--- src/rtl/logic_unit_pipe.sv ---
// Purpose: two-stage bitwise logic unit (8 ops) with zero/parity/popcount flags on the result.
// Latency: operands presented in cycle N appear on the outputs in cycle N+2 (S1 register, then S2 register).
// Backpressure: out_ready low freezes S2; S1 absorbs one more entry, then in_ready drops (max 2 in flight).
module logic_unit_pipe #(
  parameter int  WIDTH = 32,
  localparam int POP_W = $clog2(WIDTH + 1)
) (
  input  logic             clk,
  input  logic             rst,
  input  logic             flush,
  input  logic             in_valid,
  output logic             in_ready,
  input  logic [WIDTH-1:0] a,
  input  logic [WIDTH-1:0] b,
  input  logic [2:0]       op,
  output logic             out_valid,
  input  logic             out_ready,
  output logic [WIDTH-1:0] result,
  output logic             zero,
  output logic             parity,
  output logic [POP_W-1:0] popcount
);

  typedef enum logic [2:0] {
    OP_AND    = 3'd0,
    OP_OR     = 3'd1,
    OP_XOR    = 3'd2,
    OP_NOR    = 3'd3,
    OP_ANDN   = 3'd4,
    OP_ORN    = 3'd5,
    OP_XNOR   = 3'd6,
    OP_PASS_A = 3'd7
  } op_e;

  // Operands held in stage 1.
  typedef struct packed {
    logic [WIDTH-1:0] a;
    logic [WIDTH-1:0] b;
    op_e              op;
  } s1_t;

  // Result and derived flags held in stage 2.
  typedef struct packed {
    logic [WIDTH-1:0] result;
    logic             zero;
    logic             parity;
    logic [POP_W-1:0] popcount;
  } s2_t;

  logic             s1_vld;
  logic             s2_vld;
  logic             s2_free;
  logic             s1_move;
  logic             accept;
  s1_t              s1_dat;
  s2_t              s2_dat;
  s2_t              s2_nxt;
  logic [WIDTH-1:0] res;
  logic [POP_W-1:0] cnt;

  // Handshake: S2 frees when empty or draining, S1 moves into a free S2, input fills a free/moving S1.
  always_comb begin
    s2_free  = !s2_vld || out_ready;
    s1_move  = s1_vld && s2_free;
    in_ready = !s1_vld || s1_move;
    accept   = in_valid && in_ready;
  end

  // Evaluate the selected bitwise op on S1 contents and derive the flags for S2.
  always_comb begin
    res = '0;
    case (s1_dat.op)
      OP_AND:  res = s1_dat.a & s1_dat.b;
      OP_OR:   res = s1_dat.a | s1_dat.b;
      OP_XOR:  res = s1_dat.a ^ s1_dat.b;
      OP_NOR:  res = ~(s1_dat.a | s1_dat.b);
      OP_ANDN: res = s1_dat.a & ~s1_dat.b;
      OP_ORN:  res = s1_dat.a | ~s1_dat.b;
      OP_XNOR: res = ~(s1_dat.a ^ s1_dat.b);
      default: res = s1_dat.a;  // PASS_A: b is ignored
    endcase
    cnt = '0;
    for (int i = 0; i < WIDTH; i++) begin
      cnt = cnt + POP_W'(res[i]);
    end
    s2_nxt.result   = res;
    s2_nxt.zero     = (res == '0);
    s2_nxt.parity   = ^res;
    s2_nxt.popcount = cnt;
  end

  // Stage valids: flush wins over any transfer in the same cycle.
  always_ff @(posedge clk or posedge rst) begin
    if (rst) begin
      s1_vld <= 1'b0;
      s2_vld <= 1'b0;
    end else if (flush) begin
      s1_vld <= 1'b0;
      s2_vld <= 1'b0;
    end else begin
      s1_vld <= accept ? 1'b1 : (s1_move ? 1'b0 : s1_vld);
      s2_vld <= s1_move ? 1'b1 : (out_ready ? 1'b0 : s2_vld);
    end
  end

  // S1 operands load only on a kept accept; may reload in the same edge S1 moves on.
  always_ff @(posedge clk or posedge rst) begin
    if (rst) begin
      s1_dat <= '0;
    end else if (accept && !flush) begin
      s1_dat <= '{a: a, b: b, op: op_e'(op)};
    end
  end

  // S2 result/flags load only when S1 moves; otherwise hold stable under backpressure.
  always_ff @(posedge clk or posedge rst) begin
    if (rst) begin
      s2_dat <= '0;
    end else if (s1_move && !flush) begin
      s2_dat <= s2_nxt;
    end
  end

  assign out_valid = s2_vld;
  assign result    = s2_dat.result;
  assign zero      = s2_dat.zero;
  assign parity    = s2_dat.parity;
  assign popcount  = s2_dat.popcount;

endmodule
--- config.mk ---
export PLATFORM = sky130hd
export DESIGN_NAME = logic_unit_pipe
export DESIGN_NICKNAME = d
export VERILOG_FILES = /design/src/rtl/logic_unit_pipe.sv
export SDC_FILE = /design/constraint.sdc
export NUM_CORES = 1
export LEC_CHECK = 0
export ABC_AREA = 0
export BUFFER_PORTS_ARGS = -buffer_cell sky130_fd_sc_hd__buf_2
export CAP_MARGIN = 30
export CORE_ASPECT_RATIO = 1.4
export CORE_MARGIN = 4
export CORE_UTILIZATION = 35
export CTS_CLUSTER_DIAMETER = 150
export DETAILED_ROUTE_END_ITERATION = 8
export GPL_ROUTABILITY_DRIVEN = 0
export HOLD_SLACK_MARGIN = 0.15
export PLACE_DENSITY = 0.63
export SKIP_CTS_REPAIR_TIMING = 1
export SLEW_MARGIN = 20
export SYNTH_ARGS = -nofsm -noshare
export SYNTH_HDL_FRONTEND = slang
export SYNTH_SLANG_ARGS = --single-unit
export TNS_END_PERCENT = 30
--- constraint.sdc ---
create_clock -name clk -period 6.15 [get_ports clk]
set_input_delay 0 -clock clk [delete_from_list [all_inputs] [get_ports clk]]
set_output_delay 0 -clock clk [all_outputs]
set_load 0.005 [all_outputs]
==> results of run 1 <==
registers in the layout, summed over array words and instances (netlist names):
register,cells
out_valid,1
parity,1
popcount,6
result,32
s1_dat,67
s1_vld,1
zero,1
routing by layer:
metal	part of all wire	wire, um
met3	0.027	551
met5	0	0
met1	0.41	8509
met2	0.54	11090
met4	0.024	493
cell usage after synthesis (all sizes together) (2+ instances only):
cell type  instances
dfrtp            109
inv              106
a21oi             87
ha                87
mux2              70
nor2              60
xnor2             41
xor2              37
nor2b             33
buf               31
mux4              28
nand2             28
fa                24
o21ai             16
clkbuf            12
and3               7
nor3               5
and2               4
nand4              4
a211oi             3
a21o               2
cell usage in the layout (no fill, tap or decap), types with 3 or more instances in the layout:
| cell type | synthesis | routed |
|---|---|---|
| ha_1 | 87 | 87 |
| a211oi_1 | 3 | 3 |
| nor2_1 | 60 | 60 |
| buf_12 | 0 | 3 |
| dlygate4sd3_1 | 0 | 72 |
| nor3_1 | 5 | 5 |
| dfrtp_1 | 109 | 107 |
| mux4_2 | 28 | 28 |
| buf_4 | 9 | 42 |
| buf_2 | 12 | 113 |
| nand4_1 | 4 | 4 |
| o21ai_0 | 15 | 13 |
| clkbuf_16 | 0 | 10 |
| and3_1 | 7 | 6 |
| o21ai_1 | 1 | 3 |
| xnor2_1 | 41 | 41 |
| and2_1 | 3 | 3 |
| inv_1 | 106 | 105 |
| a21oi_4 | 0 | 4 |
| mux2_2 | 69 | 69 |
| a21oi_2 | 27 | 25 |
| xor2_1 | 37 | 37 |
| fa_1 | 24 | 23 |
| a21oi_1 | 60 | 58 |
| nand2_1 | 28 | 28 |
| nor2b_1 | 33 | 33 |
metrics by stage:
stage / cells / util / worst slack (ns)
after floorplan: 803 / - / 0.3657
after global routing: 1319 / 0.4465 / 0.01354
after CTS: 1235 / 0.4094 / 0.1142
after detailed placement: 1219 / 0.3957 / 0.1207
after global placement: 1219 / 0.3957 / 0.2082
final: 1319 / 0.4465 / 0.3122
area by class of cell:
| class | instances | share of cell area |
|---|---|---|
| tap | 310 | 0.03636 |
| inverter | 106 | 0.03754 |
| sequential | 109 | 0.2562 |
| clock inverter | 4 | 0.006569 |
| clock buffer | 12 | 0.02405 |
| multi-input combinational | 545 | 0.4781 |
| timing repair buffer | 233 | 0.1612 |
worst reg2reg max path, cell delays in order, from the launching register on:
cell and delay, ns:
dfrtp_4 0.53, buf_12 0.20, nor2b_1 0.18, a21oi_1 0.05
mux4_2 0.46, a21oi_2 0.23, fa_1 0.49, fa_1 0.50
inv_1 0.05, fa_1 0.48, fa_1 0.57, fa_1 0.44
fa_1 0.52, ha_1 0.16, inv_1 0.06, fa_2 0.36
inv_1 0.06, a21o_1 0.12, a21oi_2 0.06, xor2_1 0.13
o21ai_1 0.12
cells by family (layout without fill, tap and decap cells):
family,Yosys count,count (layout),share of synthesized area
adder cells (fa/ha/maj),111,111,0.1857
XOR/XNOR,78,78,0.08086
AND/OR/NAND/NOR,147,147,0.08324
multiplexers,99,99,0.1691
flip-flops,109,109,0.3229
buffers and inverters,149,355,0.07909
AO/OA/AOI/OAI,110,110,0.07909
worst min-delay path by stage:
stage	to	start	cells past startpoint	slack, ns
after floorplan	out_valid	flush	1	0.07
after global placement	s1_dat[58]	rst	2	0.10
after detailed placement	s1_dat[58]	rst	2	0.10
after CTS	s1_dat[58]	rst	2	-0.28
after global routing	s1_dat[59]	rst	3	0.31
final	s1_dat[58]	rst	3	0.25
==> summary.txt, run 1 <==
Min path
  • Worst Hold Class: input pin to async pin

Drt
  • Drc violations: 0
  • TritonRoute pass-1 iters: 4
  • Drt wl/cell: 15.65 um
  • Vias/cell: 4.687
  • Initial drt markers: 181
  • Via Count: 6182
  • Antenna viol nets, final: 0
  • Routed WL: 20640 um

Floorplan
  • Core ar.: 23890 sq um
  • Boundary Pins: 114
  • Initial Util: 0.3536
  • Die area: 26720 sq um
  • DIE WIDTH: 139.3 um
  • Core Rows: 67
  • Die height: 191.8 um

Worst setup path
  • CP Launch Type: flip-flop
  • CP Capture Type: flip-flop
  • End of the critical path: popcount[4]
  • Required @ worst endpoint: 6.44 ns
  • R2R Setup Slk: 0.31 ns
  • R2R depth: 20
  • RR Endpoint: popcount[4]
  • Most used cell, CP: fa_1
  • Critical Path AT: 6.13 ns
  • Setup CP Type: flip-flop to flip-flop
  • Reg2Reg Launch Point: s1_dat[2]
  • Slowest stage delay, CP: 0.57 ns
  • Delay-heaviest family, CP: adder cells
  • Worst Setup SP: s1_dat[2]
  • Crit Path Max Fanout: 35
  • Critical-path cell list: buf_12, nor2b_1, a21oi_1, mux4_2, a21oi_2, fa_1, fa_1, inv_1, fa_1, fa_1, fa_1, fa_1, ha_1, inv_1, fa_2, inv_1, a21o_1, a21oi_2, xor2_1, o21ai_1
  • Critical-path top delay cell: fa_1
  • Stages on worst setup path: 20
  • CP Buf/Inv Count: 4

Placed design
  • Dpl hpwl: 15280 um
  • I/O Buffers: 113
  • DP Area: 9454 sq um

Logic synthesis
  • Syn. warnings: 0
  • Most area-consuming cells after synthesis: dfrtp_1 32%, ha_1 13%, mux2_2 9.2%
  • Sequential share of the synthesized area: 0.3229
  • Post-synth net total: 986
  • Ys flop type: dfrtp_1
  • Number of synthesized register bits: 109
  • Post-synth EDFFs: 0
  • Cell taking the most area after synthesis: dfrtp_1
  • Avg Cell Area, Syn: 10.52 sq um
  • Synth unique cells: 37
  • Cells after Synth: 803
  • Share of the synthesized area in the top cell type: 0.3229
  • Async SR Flop Fraction: 1.000
  • Post-synthesis cell area: 8448 sq um

Final layout
  • Seq. cell area: 2733 sq um
  • Antenna diodes: 0
  • Design area: 10670 sq um
  • Layout cell share with drive strength beyond 1: 0.3062
  • Area of the multi-input gates: 5100 sq um
  • Area Growth Syn to Fin: 26.26%
  • NumNets Final: 1187
  • Filler cell count: 2298

Clocking
  • H-tree level count: 3
  • CTS Buffer Depth: 2
  • Worst-Skew Late Latency: 0.36 ns
  • Clock root buffer: clkbuf_16
  • CTS tree: built
  • Worst-path clk slew: 0.07 ns
  • Sink Count: 109
  • TritonCTS buffer count: 9

STA
  • Max-slew headroom: 0.3861
  • Endpoints failing setup: 0
  • Tightest Pin Transition: 0.9209 ns
  • Max Clk Rate: 171.3 MHz
  • Fin. max-slew vios: 0
  • Sum of negative setup slack: 0 ns
  • Final hold vios: 0
  • RSZ-0062 raised after global routing: no
  • Minimum clock period after layout: 5.838 ns
  • Final Skew: 0.009885 ns
  • Hold Slack: 0.2493 ns
  • Crit share post-route: 0.9492

Job
  • Max cap viols: 0

Global routing
  • First-pass GRT wire length: 31920 um
  • Met2 Usage GRT: 0.2701
  • GR Layer Usage met1: 0.1818
  • Pin count of the biggest net entering global routing: 68
  • GR Overflow Total: 0
  • GR peak layer: met2
  • M3 GR Usage: 0.02839
  • Initial antenna violation count: 0
  • Overall Global Routing Usage: 0.1514
  • Number of global-route vias before repair: 6081

Status
  • Outcome: completed
Power of run 1 is not shown: default switching activity piles up to over one toggle a cycle in this logic, so the estimate is an artifact.
==> run 2, diff against run 1 <==
- CORE_UTILIZATION: 35 -> 39
- GPL_ROUTABILITY_DRIVEN: 0 -> default
- PLACE_DENSITY: 0.63 -> 0.68
- REMOVE_ABC_BUFFERS: default -> 1
==> run 2 against run 1 <==
Compared with the run above: utilization grew 4.6 points; via count grew 0.13%; setup slack lost 0.071 ns; first-iteration DRC count grew 25%.
==> summary.txt, run 2 (synthesis gave the netlist of run 1 again) <==
Clocking
  • CTS tree: built
  • Clock root buffer: clkbuf_16
  • TritonCTS buffer count: 9
  • Sink Count: 109
  • H-tree level count: 3
  • CTS Buffer Depth: 2
  • Worst-Skew Late Latency: 0.36 ns
  • Worst-path clk slew: 0.07 ns

STA
  • Final Skew: 0.006906 ns
  • Crit share post-route: 0.9608
  • Minimum clock period after layout: 5.909 ns
  • Max Clk Rate: 169.2 MHz
  • Tightest Pin Transition: 0.9093 ns
  • Fin. max-slew vios: 0
  • Final hold vios: 0
  • Endpoints failing setup: 0
  • Max-slew headroom: 0.3938

Worst setup path
  • CP Launch Type: flip-flop
  • RR Endpoint: popcount[4]
  • Required @ worst endpoint: 6.44 ns
  • R2R depth: 22
  • CP Capture Type: flip-flop
  • Reg2Reg Launch Point: s1_dat[2]
  • Setup CP Type: flip-flop to flip-flop
  • R2R Setup Slk: 0.24 ns
  • Worst Setup SP: s1_dat[2]
  • Critical Path AT: 6.19 ns
  • Crit Path Max Fanout: 40
  • End of the critical path: popcount[4]

Final layout
  • NumNets Final: 1180
  • Most frequent cells in the layout: 113 x buf_2, 106 x dfrtp_1, 104 x inv_1, 87 x ha_1, 72 x dlygate4sd3_1
  • Max FFs per register: 67
  • Layout cell share with drive strength beyond 1: 0.3027
  • Area Growth Syn to Fin: 23.95%
  • Most common cell after layout, fill and taps aside: buf_2
  • Largest reg by FF count: s1_dat
  • Antenna diodes: 0
  • Final core occ: 0.4920

Floorplan
  • Boundary Pins: 114
  • Initial Util: 0.3969
  • Die area: 24110 sq um
  • DIE WIDTH: 132.4 um
  • Die height: 182.1 um
  • Core ar.: 21280 sq um
  • Core Rows: 63

Placed design
  • Dpl hpwl: 14550 um
  • I/O Buffers: 113
  • Final RePlAce weighted congestion: 0.8464

Global routing
  • Initial antenna violation count: 0
  • Overall Global Routing Usage: 0.1610
  • GR Overflow Total: 0
  • Pin count of the biggest net entering global routing: 68
  • Number of global-route vias before repair: 6080
  • First-pass GRT wire length: 30970 um

Drt
  • Vias/cell: 4.909
  • Drt wl/cell: 15.34 um
  • Initial drt markers: 227
  • Via Count: 6190
  • Antenna viol nets, final: 0
  • Drc violations: 0
  • TritonRoute pass-1 iters: 6
  • Routed WL: 19350 um

Status
  • Outcome: completed

Job
  • Max cap viols: 0

Min path
  • Worst Hold Class: input pin to async pin
==> run 2: cell count changes in the layout (fill, tap and decap cells not counted), sizes merged <==
cell / change
dlymetal6s2s: +1
bufinv: -1
clkinvlp: +2
buf: -6
clkbuf: -5
inv: +1
==> run 2: routing by layer <==
metal / part of all wire / global-route usage / up-vias / wire (um)
met3: 0.026 / 0.02372 / 30 / 501
li1: - / - / 3038 / -
met2: 0.53 / 0.2999 / 103 / 10300
met4: 0.029 / 0.06032 / 0 / 554
met1: 0.41 / 0.1854 / 3019 / 7986
met5: 0 / 0 / - / 0
==> run 2: stage by stage <==
stage	setup TNS [ns]	std cells	hold WS (ns)	cell area, sq um	setup WS, ns
3_3_place_gp	0	1171	0.1305	9395	0.2132
5_1_grt	-0.004259	1261	0.3496	10470	-0.004259
4_1_cts	0	1186	-0.2590	9684	0.06999
3_5_place_dp	0	1171	0.1353	9395	0.07470
6_report	0	1261	0.2716	10470	0.2410
2_1_floorplan	-14.02	760	0.06641	8178	-2.597
==> run 2: area by class of cell <==
type / instances / area [sq um]
inverters: 106 / 400.4
fillers: 1961 / 10810
multi-input cells: 545 / 5089
clock inverters: 6 / 63.81
flip-flops and latches: 109 / 2736
clock buffers: 9 / 225.2
repair buffers: 226 / 1632
well taps: 260 / 325.3
==> run 2: worst max-delay path, stage by stage, from the launching register on <==
cell     delay, ns
dfrtp_4       0.53
buf_12        0.20
nor2b_1       0.18
a21oi_1       0.06
mux4_2        0.50
a21oi_4       0.16
inv_1         0.08
fa_1          0.50
inv_1         0.05
fa_1          0.46
fa_1          0.50
inv_1         0.05
fa_1          0.52
fa_1          0.43
fa_1          0.52
ha_1          0.16
inv_1         0.06
fa_2          0.36
inv_1         0.06
a21o_1        0.10
a21oi_1       0.07
xor2_1        0.16
o21ai_1       0.12
==> run 2: worst min-delay path by stage <==
stage / endpoint / slack [ns] / depth (start not counted)
floorplan: out_valid / 0.07 / 1
global placement: s1_dat[61] / 0.13 / 2
detailed placement: s1_dat[61] / 0.14 / 2
CTS: s1_dat[61] / -0.26 / 2
global route: s1_dat[61] / 0.35 / 3
finish: s1_dat[61] / 0.27 / 3
Power of run 2 is left out for the same reason.
